--- config.mk ---
export PLATFORM = sky130hd
export DESIGN_NAME = alu_reservation_station
export DESIGN_NICKNAME = d
export VERILOG_FILES = /design/src/rtl/alu_reservation_station_pkg.sv /design/src/rtl/alu_reservation_station_rs_pick.sv /design/src/rtl/alu_reservation_station.sv
export SDC_FILE = /design/constraint.sdc
export NUM_CORES = 2
export LEC_CHECK = 0
export CORE_MARGIN = 2
export CORE_UTILIZATION = 40
export CTS_CLUSTER_SIZE = 25
export DETAILED_ROUTE_END_ITERATION = 10
export PLACE_DENSITY = 0.52
export SYNTH_ARGS = -nofsm -noshare
export SYNTH_HDL_FRONTEND = slang
export SYNTH_SLANG_ARGS = --single-unit
--- constraint.sdc ---
create_clock -name clk -period 10.4 [get_ports clk]
set_input_delay 2.08 -clock clk [delete_from_list [all_inputs] [get_ports clk]]
set_output_delay 2.08 -clock clk [all_outputs]
set_load 0.02 [all_outputs]
--- src/rtl/alu_reservation_station_pkg.sv ---
// Shared widths, opcodes and operand record for the ALU reservation station.
// cdb_snoop is shared by dispatch capture and per-entry wakeup.
package alu_reservation_station_pkg;

    localparam int DATA_W          = 32;
    localparam int OPCODE_W        = 6;
    localparam int ROB_ID_W        = 4;
    localparam int DEFAULT_RS_SIZE = 16;

    localparam logic TRUE  = 1'b1;
    localparam logic FALSE = 1'b0;

    localparam logic [DATA_W-1:0] ZERO = '0;

    localparam logic [OPCODE_W-1:0] NOP     = 6'd0;
    localparam logic [OPCODE_W-1:0] OP_ADD  = 6'd1;
    localparam logic [OPCODE_W-1:0] OP_SUB  = 6'd2;
    localparam logic [OPCODE_W-1:0] OP_AND  = 6'd3;
    localparam logic [OPCODE_W-1:0] OP_OR   = 6'd4;
    localparam logic [OPCODE_W-1:0] OP_XOR  = 6'd5;
    localparam logic [OPCODE_W-1:0] OP_ADDI = 6'd6;
    localparam logic [OPCODE_W-1:0] OP_BEQ  = 6'd7;

    typedef struct packed {
        logic                rdy;
        logic [ROB_ID_W-1:0] alias_id;
        logic [DATA_W-1:0]   val;
    } operand_t;

    // The ALU bus wins if both buses carry the waited-for alias.
    function automatic operand_t cdb_snoop(
        input operand_t            op,
        input logic                alu_v,
        input logic [ROB_ID_W-1:0] alu_a,
        input logic [DATA_W-1:0]   alu_d,
        input logic                lsb_v,
        input logic [ROB_ID_W-1:0] lsb_a,
        input logic [DATA_W-1:0]   lsb_d
    );
        operand_t res;
        res = op;
        if (!op.rdy) begin
            if (alu_v && (alu_a == op.alias_id)) begin
                res.rdy = TRUE;
                res.val = alu_d;
            end else if (lsb_v && (lsb_a == op.alias_id)) begin
                res.rdy = TRUE;
                res.val = lsb_d;
            end
        end
        return res;
    endfunction

endpackage

--- src/rtl/alu_reservation_station_rs_pick.sv ---
// Lowest-index priority encoder: reports whether any request is set and
// the index of the lowest one.
module rs_pick #(
    parameter int N     = 16,
    parameter int IDX_W = (N > 1) ? $clog2(N) : 1
) (
    input  logic [N-1:0]     req,
    output logic             valid,
    output logic [IDX_W-1:0] idx
);

    always_comb begin
        valid = 1'b0;
        idx   = '0;
        for (int i = N - 1; i >= 0; i--) begin
            if (req[i]) begin
                valid = 1'b1;
                idx   = IDX_W'(i);
            end
        end
    end

endmodule

--- src/rtl/alu_reservation_station.sv ---
// Integer/branch reservation station: buffers dispatched ops, snoops both CDBs
// for operands, and issues the lowest-index ready entry to the ALU each cycle.
module alu_reservation_station
    import alu_reservation_station_pkg::*;
#(
    parameter int RS_SIZE = DEFAULT_RS_SIZE
) (
    input  logic                clk,
    input  logic                rst_n,
    input  logic                rdy,
    input  logic                rollback,
    input  logic                dsp_valid,
    input  logic [OPCODE_W-1:0] dsp_optype,
    input  logic [ROB_ID_W-1:0] dsp_rd_alias,
    input  logic [DATA_W-1:0]   dsp_pc,
    input  logic [DATA_W-1:0]   dsp_imm,
    input  logic                dsp_rs1_rdy,
    input  logic                dsp_rs2_rdy,
    input  logic [DATA_W-1:0]   dsp_rs1_val,
    input  logic [DATA_W-1:0]   dsp_rs2_val,
    input  logic [ROB_ID_W-1:0] dsp_rs1_alias,
    input  logic [ROB_ID_W-1:0] dsp_rs2_alias,
    input  logic                alu_cdb_valid,
    input  logic [ROB_ID_W-1:0] alu_cdb_alias,
    input  logic [DATA_W-1:0]   alu_cdb_val,
    input  logic                lsb_cdb_valid,
    input  logic [ROB_ID_W-1:0] lsb_cdb_alias,
    input  logic [DATA_W-1:0]   lsb_cdb_val,
    output logic                full,
    output logic [OPCODE_W-1:0] alu_optype,
    output logic [ROB_ID_W-1:0] alu_rd_alias,
    output logic [DATA_W-1:0]   alu_pc,
    output logic [DATA_W-1:0]   alu_rs1,
    output logic [DATA_W-1:0]   alu_rs2,
    output logic [DATA_W-1:0]   alu_imm
);

    localparam int IDX_W = $clog2(RS_SIZE);

    logic [RS_SIZE-1:0]  busy;
    logic [OPCODE_W-1:0] ent_optype   [RS_SIZE];
    logic [ROB_ID_W-1:0] ent_rd_alias [RS_SIZE];
    logic [DATA_W-1:0]   ent_pc       [RS_SIZE];
    logic [DATA_W-1:0]   ent_imm      [RS_SIZE];
    operand_t            ent_rs1      [RS_SIZE];
    operand_t            ent_rs2      [RS_SIZE];

    logic [RS_SIZE-1:0]  free_vec;
    logic [RS_SIZE-1:0]  ready_vec;
    logic                free_valid;
    logic                sel_valid;
    logic [IDX_W-1:0]    free_idx;
    logic [IDX_W-1:0]    sel_idx;
    logic                do_dsp;
    logic                do_issue;
    operand_t            dsp_rs1_op;
    operand_t            dsp_rs2_op;

    // Eligibility looks only at registered operand state, so a wakeup this
    // cycle becomes issuable on the following edge.
    always_comb begin
        free_vec  = ~busy;
        ready_vec = '0;
        for (int i = 0; i < RS_SIZE; i++) begin
            ready_vec[i] = busy[i] & ent_rs1[i].rdy & ent_rs2[i].rdy;
        end
    end

    assign full = &busy;

    rs_pick #(.N(RS_SIZE)) u_free_pick (
        .req   (free_vec),
        .valid (free_valid),
        .idx   (free_idx)
    );

    rs_pick #(.N(RS_SIZE)) u_ready_pick (
        .req   (ready_vec),
        .valid (sel_valid),
        .idx   (sel_idx)
    );

    assign do_dsp   = dsp_valid & rdy & ~rollback & ~full & free_valid;
    assign do_issue = rdy & ~rollback & sel_valid;

    always_comb begin
        dsp_rs1_op = cdb_snoop('{rdy: dsp_rs1_rdy, alias_id: dsp_rs1_alias, val: dsp_rs1_val},
                               alu_cdb_valid, alu_cdb_alias, alu_cdb_val,
                               lsb_cdb_valid, lsb_cdb_alias, lsb_cdb_val);
        dsp_rs2_op = cdb_snoop('{rdy: dsp_rs2_rdy, alias_id: dsp_rs2_alias, val: dsp_rs2_val},
                               alu_cdb_valid, alu_cdb_alias, alu_cdb_val,
                               lsb_cdb_valid, lsb_cdb_alias, lsb_cdb_val);
    end

    // Occupancy: the only entry state that needs a reset value.
    always_ff @(posedge clk or negedge rst_n) begin
        if (!rst_n) begin
            busy <= '0;
        end else if (rdy) begin
            if (rollback) begin
                busy <= '0;
            end else begin
                for (int i = 0; i < RS_SIZE; i++) begin
                    if (do_issue && (sel_idx == IDX_W'(i))) begin
                        busy[i] <= FALSE;
                    end else if (do_dsp && (free_idx == IDX_W'(i))) begin
                        busy[i] <= TRUE;
                    end
                end
            end
        end
    end

    // Entry payload and operand wakeup; contents of non-busy entries are don't-care.
    always_ff @(posedge clk) begin
        if (rdy && !rollback) begin
            for (int i = 0; i < RS_SIZE; i++) begin
                if (do_dsp && (free_idx == IDX_W'(i))) begin
                    ent_optype[i]   <= dsp_optype;
                    ent_rd_alias[i] <= dsp_rd_alias;
                    ent_pc[i]       <= dsp_pc;
                    ent_imm[i]      <= dsp_imm;
                    ent_rs1[i]      <= dsp_rs1_op;
                    ent_rs2[i]      <= dsp_rs2_op;
                end else begin
                    ent_rs1[i] <= cdb_snoop(ent_rs1[i],
                                            alu_cdb_valid, alu_cdb_alias, alu_cdb_val,
                                            lsb_cdb_valid, lsb_cdb_alias, lsb_cdb_val);
                    ent_rs2[i] <= cdb_snoop(ent_rs2[i],
                                            alu_cdb_valid, alu_cdb_alias, alu_cdb_val,
                                            lsb_cdb_valid, lsb_cdb_alias, lsb_cdb_val);
                end
            end
        end
    end

    // Issue register: loads NOP whenever nothing issues so the ALU never
    // sees the same instruction on two consecutive cycles.
    always_ff @(posedge clk or negedge rst_n) begin
        if (!rst_n) begin
            alu_optype   <= NOP;
            alu_rd_alias <= '0;
            alu_pc       <= ZERO;
            alu_rs1      <= ZERO;
            alu_rs2      <= ZERO;
            alu_imm      <= ZERO;
        end else if (do_issue) begin
            alu_optype   <= ent_optype[sel_idx];
            alu_rd_alias <= ent_rd_alias[sel_idx];
            alu_pc       <= ent_pc[sel_idx];
            alu_rs1      <= ent_rs1[sel_idx].val;
            alu_rs2      <= ent_rs2[sel_idx].val;
            alu_imm      <= ent_imm[sel_idx];
        end else begin
            alu_optype   <= NOP;
            alu_rd_alias <= '0;
            alu_pc       <= ZERO;
            alu_rs1      <= ZERO;
            alu_rs2      <= ZERO;
            alu_imm      <= ZERO;
        end
    end

endmodule

==> impl_metrics.tcl <==
set metrics [dict create \
    status "finished with violations" \
    violations "max-capacitance violations, max-slew violations" \
    drv_cap 1 \
    placed_cells 14100 \
    worstSetupEndpointType "flop" \
    final_nets 10500 \
    cp.arrival_ns 7.37 \
    hp-class "reg -> reg" \
    fin_skew_ns 0.0443 \
    drc 0 \
    io_pins 366 \
    slew_headroom -0.0267 \
    synth-edff-count 2368 \
    h-tree-depth 5 \
    syn_to_final_growth_pct 14.2 \
    portBuffers 365 \
    cp_data_required_time_ns 10.91 \
    seqPwrFrac 0.471 \
    grt_pass1_wl_um 752000 \
    grt_max_degree 153 \
    dieWidth_um 561 \
    power.density_nw_per_um2 169 \
    cp-start-kind "input port" \
    cts_buffers 298 \
    synth_nets 10700 \
    yosysSeqAreaShare 0.605 \
    die-area_um2 314000 \
    ys_async_sr_fraction 0.0611 \
    period_share 0.659 \
    syn_inst 10400 \
    rsz0062_at_grt "false" \
    antenna_found_initial 53 \
    vias 96000 \
    fin_tns_setup_ns 0 \
    fin_cells 14700 \
    p_comb_frac 0.087 \
    dp_hpwl_um 293000 \
    switching_power_mw 5.97 \
    ys_types 76 \
    power_mw 23.9 \
    cts_root_buffer "clkbuf_16" \
    max_freq_mhz 146 \
    crit_type "in -> reg" \
    ys.flop_type "edfxtp_1" \
    maxSlewViolCount 7 \
    core_area_um2 309000 \
    drtIter0Drc 14200 \
    grt-ovfl-total 0 \
    leakage_nw 44.4 \
    first_global_vias 91600 \
    hold_violations 0 \
    finalWirelength_um 549000 \
    route.antenna.remaining_nets 0 \
    drive_gt1_frac 0.0984 \
    synth_area_per_cell_um2 11.9 \
    cts_hold_buf 0 \
    clockBufferDepth 4 \
    setup_viol 0 \
    hold_path_depth 2 \
    internal-power_mw 18.0 \
    ir_drop_v 0.000123 \
    die_height_um 561 \
    period_minus_slack_ns 6.85 \
    worstMarginPinSlew_ns 1.54 \
    crit_fanout 84 \
    wl_per_cell_um 37.4 \
    rows 204 \
    ctsResizeCount 0 \
    yosysWarnings 0 \
    insertion_delay_ns 0.93 \
    ys_ff_latch 2522 \
    gp_congestion 0.890 \
    pwr-share-clk 0.443 \
    cts_setup_buffers 0 \
    vias_per_cell 6.55 \
    drt_first_pass_iters 6 \
    synth.cell_area_um2 124000 \
    start_util 0.401 \
    cts_tree "done" \
    clock_sinks 2522 \
    r2r_cells 9 \
    cts.reportedPaths.clkPinSlew_ns 0.06 \
    swShare 0.249 \
    grtUsageTotal 0.339 \
]
through the flow:
stage                util  cell area, um^2  hold slack [ns]  setup slack [ns]
floorplan               -           124000            0.522              1.93
global placement    0.427           132000            0.586              2.87
detailed placement  0.427           132000            0.595              2.78
CTS                 0.458           141000            0.592              3.72
global route        0.458           141000            0.633              3.49
finish              0.459           142000            0.605              3.55
sequential cells by signal (all words and copies together), names as in the netlist, 64 cells and up:
signal        flops
ent_rs1         592
ent_rd_alias     64
ent_pc          512
ent_optype       96
ent_rs2         592
ent_imm         512
cells by family after synthesis:
group           share of synthesized area
compound gates                      0.133
xor+xnor                           0.0190
buf+inv                            0.0403
flops                               0.605
mux                                 0.112
simple gates                       0.0913
power by group through the flow:
| stage | clock (mW) | sequential [mW] | combinational, mW |
|---|---|---|---|
| floorplan | 0 | 11.5 | 1.15 |
| global placement | 0 | 11.5 | 1.97 |
| detailed placement | 0 | 11.5 | 2.01 |
| CTS | 10.7 | 11.3 | 2.02 |
| global route | 11.1 | 11.3 | 2.17 |
| finish | 10.6 | 11.3 | 2.08 |
cells in the mapped netlist, types with 16 or more instances:
master,n,share of area
buf_1,86,0.0026
buf_2,250,0.010
nor4_2,24,0.0024
nor2_1,836,0.025
nand2_1,529,0.016
o32ai_1,19,0.0013
o21a_1,115,0.0070
o211a_1,16,0.0013
a2111oi_0,18,0.0013
dfrtp_1,154,0.031
a211oi_1,113,0.0068
edfxtp_1,2368,0.57
o22ai_1,348,0.018
o2111ai_1,17,0.0012
clkbuf_1,808,0.024
a21oi_1,859,0.035
inv_1,52,0.0016
a31oi_1,97,0.0049
buf_4,20,0.0012
o211ai_1,71,0.0043
a221o_1,24,0.0019
and3_1,25,0.0013
or3_1,24,0.0012
mux2i_1,1361,0.11
o221ai_1,46,0.0033
o21ai_0,661,0.027
nor4b_2,73,0.0088
nor4_1,26,0.0013
nor4b_1,19,0.0013
xor2_1,202,0.014
nand3_1,571,0.023
xnor2_1,67,0.0047
a32oi_1,19,0.0013
o22a_1,148,0.010
nor3_1,200,0.0081
mux2_2,17,0.0015
final timing paths:
kind / slack [ns] / start / end
max in group asynchronous: 7.61 / rst_n / alu_rs2[20]
worst min-delay path: 0.60 / ent_imm[6][27] / alu_imm[27]
worst max-delay path: 3.55 / rollback / ent_rs1[10][8]
min in group asynchronous: 1.04 / rst_n / alu_pc[7]
worst min register to register: 0.60 / ent_imm[6][27] / alu_imm[27]
worst max register to register: 4.13 / busy[0] / alu_rs1[13]
per-layer routing:
| layer | GRT usage | vias to the layer above | wire length (um) |
|---|---|---|---|
| li1 | - | 39200 | - |
| met1 | 0.441 | 48900 | 210000 |
| met2 | 0.524 | 6511 | 247000 |
| met3 | 0.0755 | 1416 | 58800 |
| met4 | 0.185 | 32 | 32500 |
| met5 | 0 | - | 219 |
placed cells by master, fill, tap and decap left out, drive strengths merged, types with 41 or more instances in the layout:
| cell | netlist | routed |
|---|---|---|
| nor3 | 202 | 202 |
| mux2i | 1361 | 1361 |
| edfxtp | 2368 | 2368 |
| o22ai | 348 | 348 |
| nand2 | 530 | 530 |
| nor4 | 50 | 50 |
| clkbuf | 808 | 402 |
| inv | 52 | 63 |
| nand3 | 573 | 573 |
| diode | 0 | 41 |
| xor2 | 202 | 202 |
| a211oi | 115 | 115 |
| xnor2 | 67 | 67 |
| nor4b | 92 | 92 |
| clkdlybuf4s50 | 0 | 352 |
| nor2 | 838 | 838 |
| dfrtp | 154 | 154 |
| o22a | 148 | 148 |
| buf | 360 | 345 |
| o21a | 115 | 115 |
| a31oi | 98 | 98 |
| o221ai | 46 | 46 |
| o21ai | 670 | 670 |
| a21oi | 861 | 861 |
| a2111oi | 41 | 41 |
| clkinv | 0 | 96 |
| o211ai | 72 | 72 |
final cells by class:
class                           instances  area [um^2]
Antenna cell                           41          103
Clock buffer                          402         8140
Clock inverter                        137         1470
Fill cell                           27900       167000
Inverter                               52          205
Multi-Input combinational cell       6692        45100
Sequential cell                      2522        75000
Tap cell                             4120         5150
Timing Repair Buffer                  697         6360
critical path, cell delays in order:
cell	delay (ns)
clkdlybuf4s50_1	0.73
nand2b_4	0.63
inv_2	0.17
nand2_1	0.56
nor2_1	0.48
nand2_4	0.29
buf_4	0.53
nor2_4	0.25
buf_12	0.53
o21a_2	0.24
buf_4	0.72
Power figures use the tool's default switching activity.
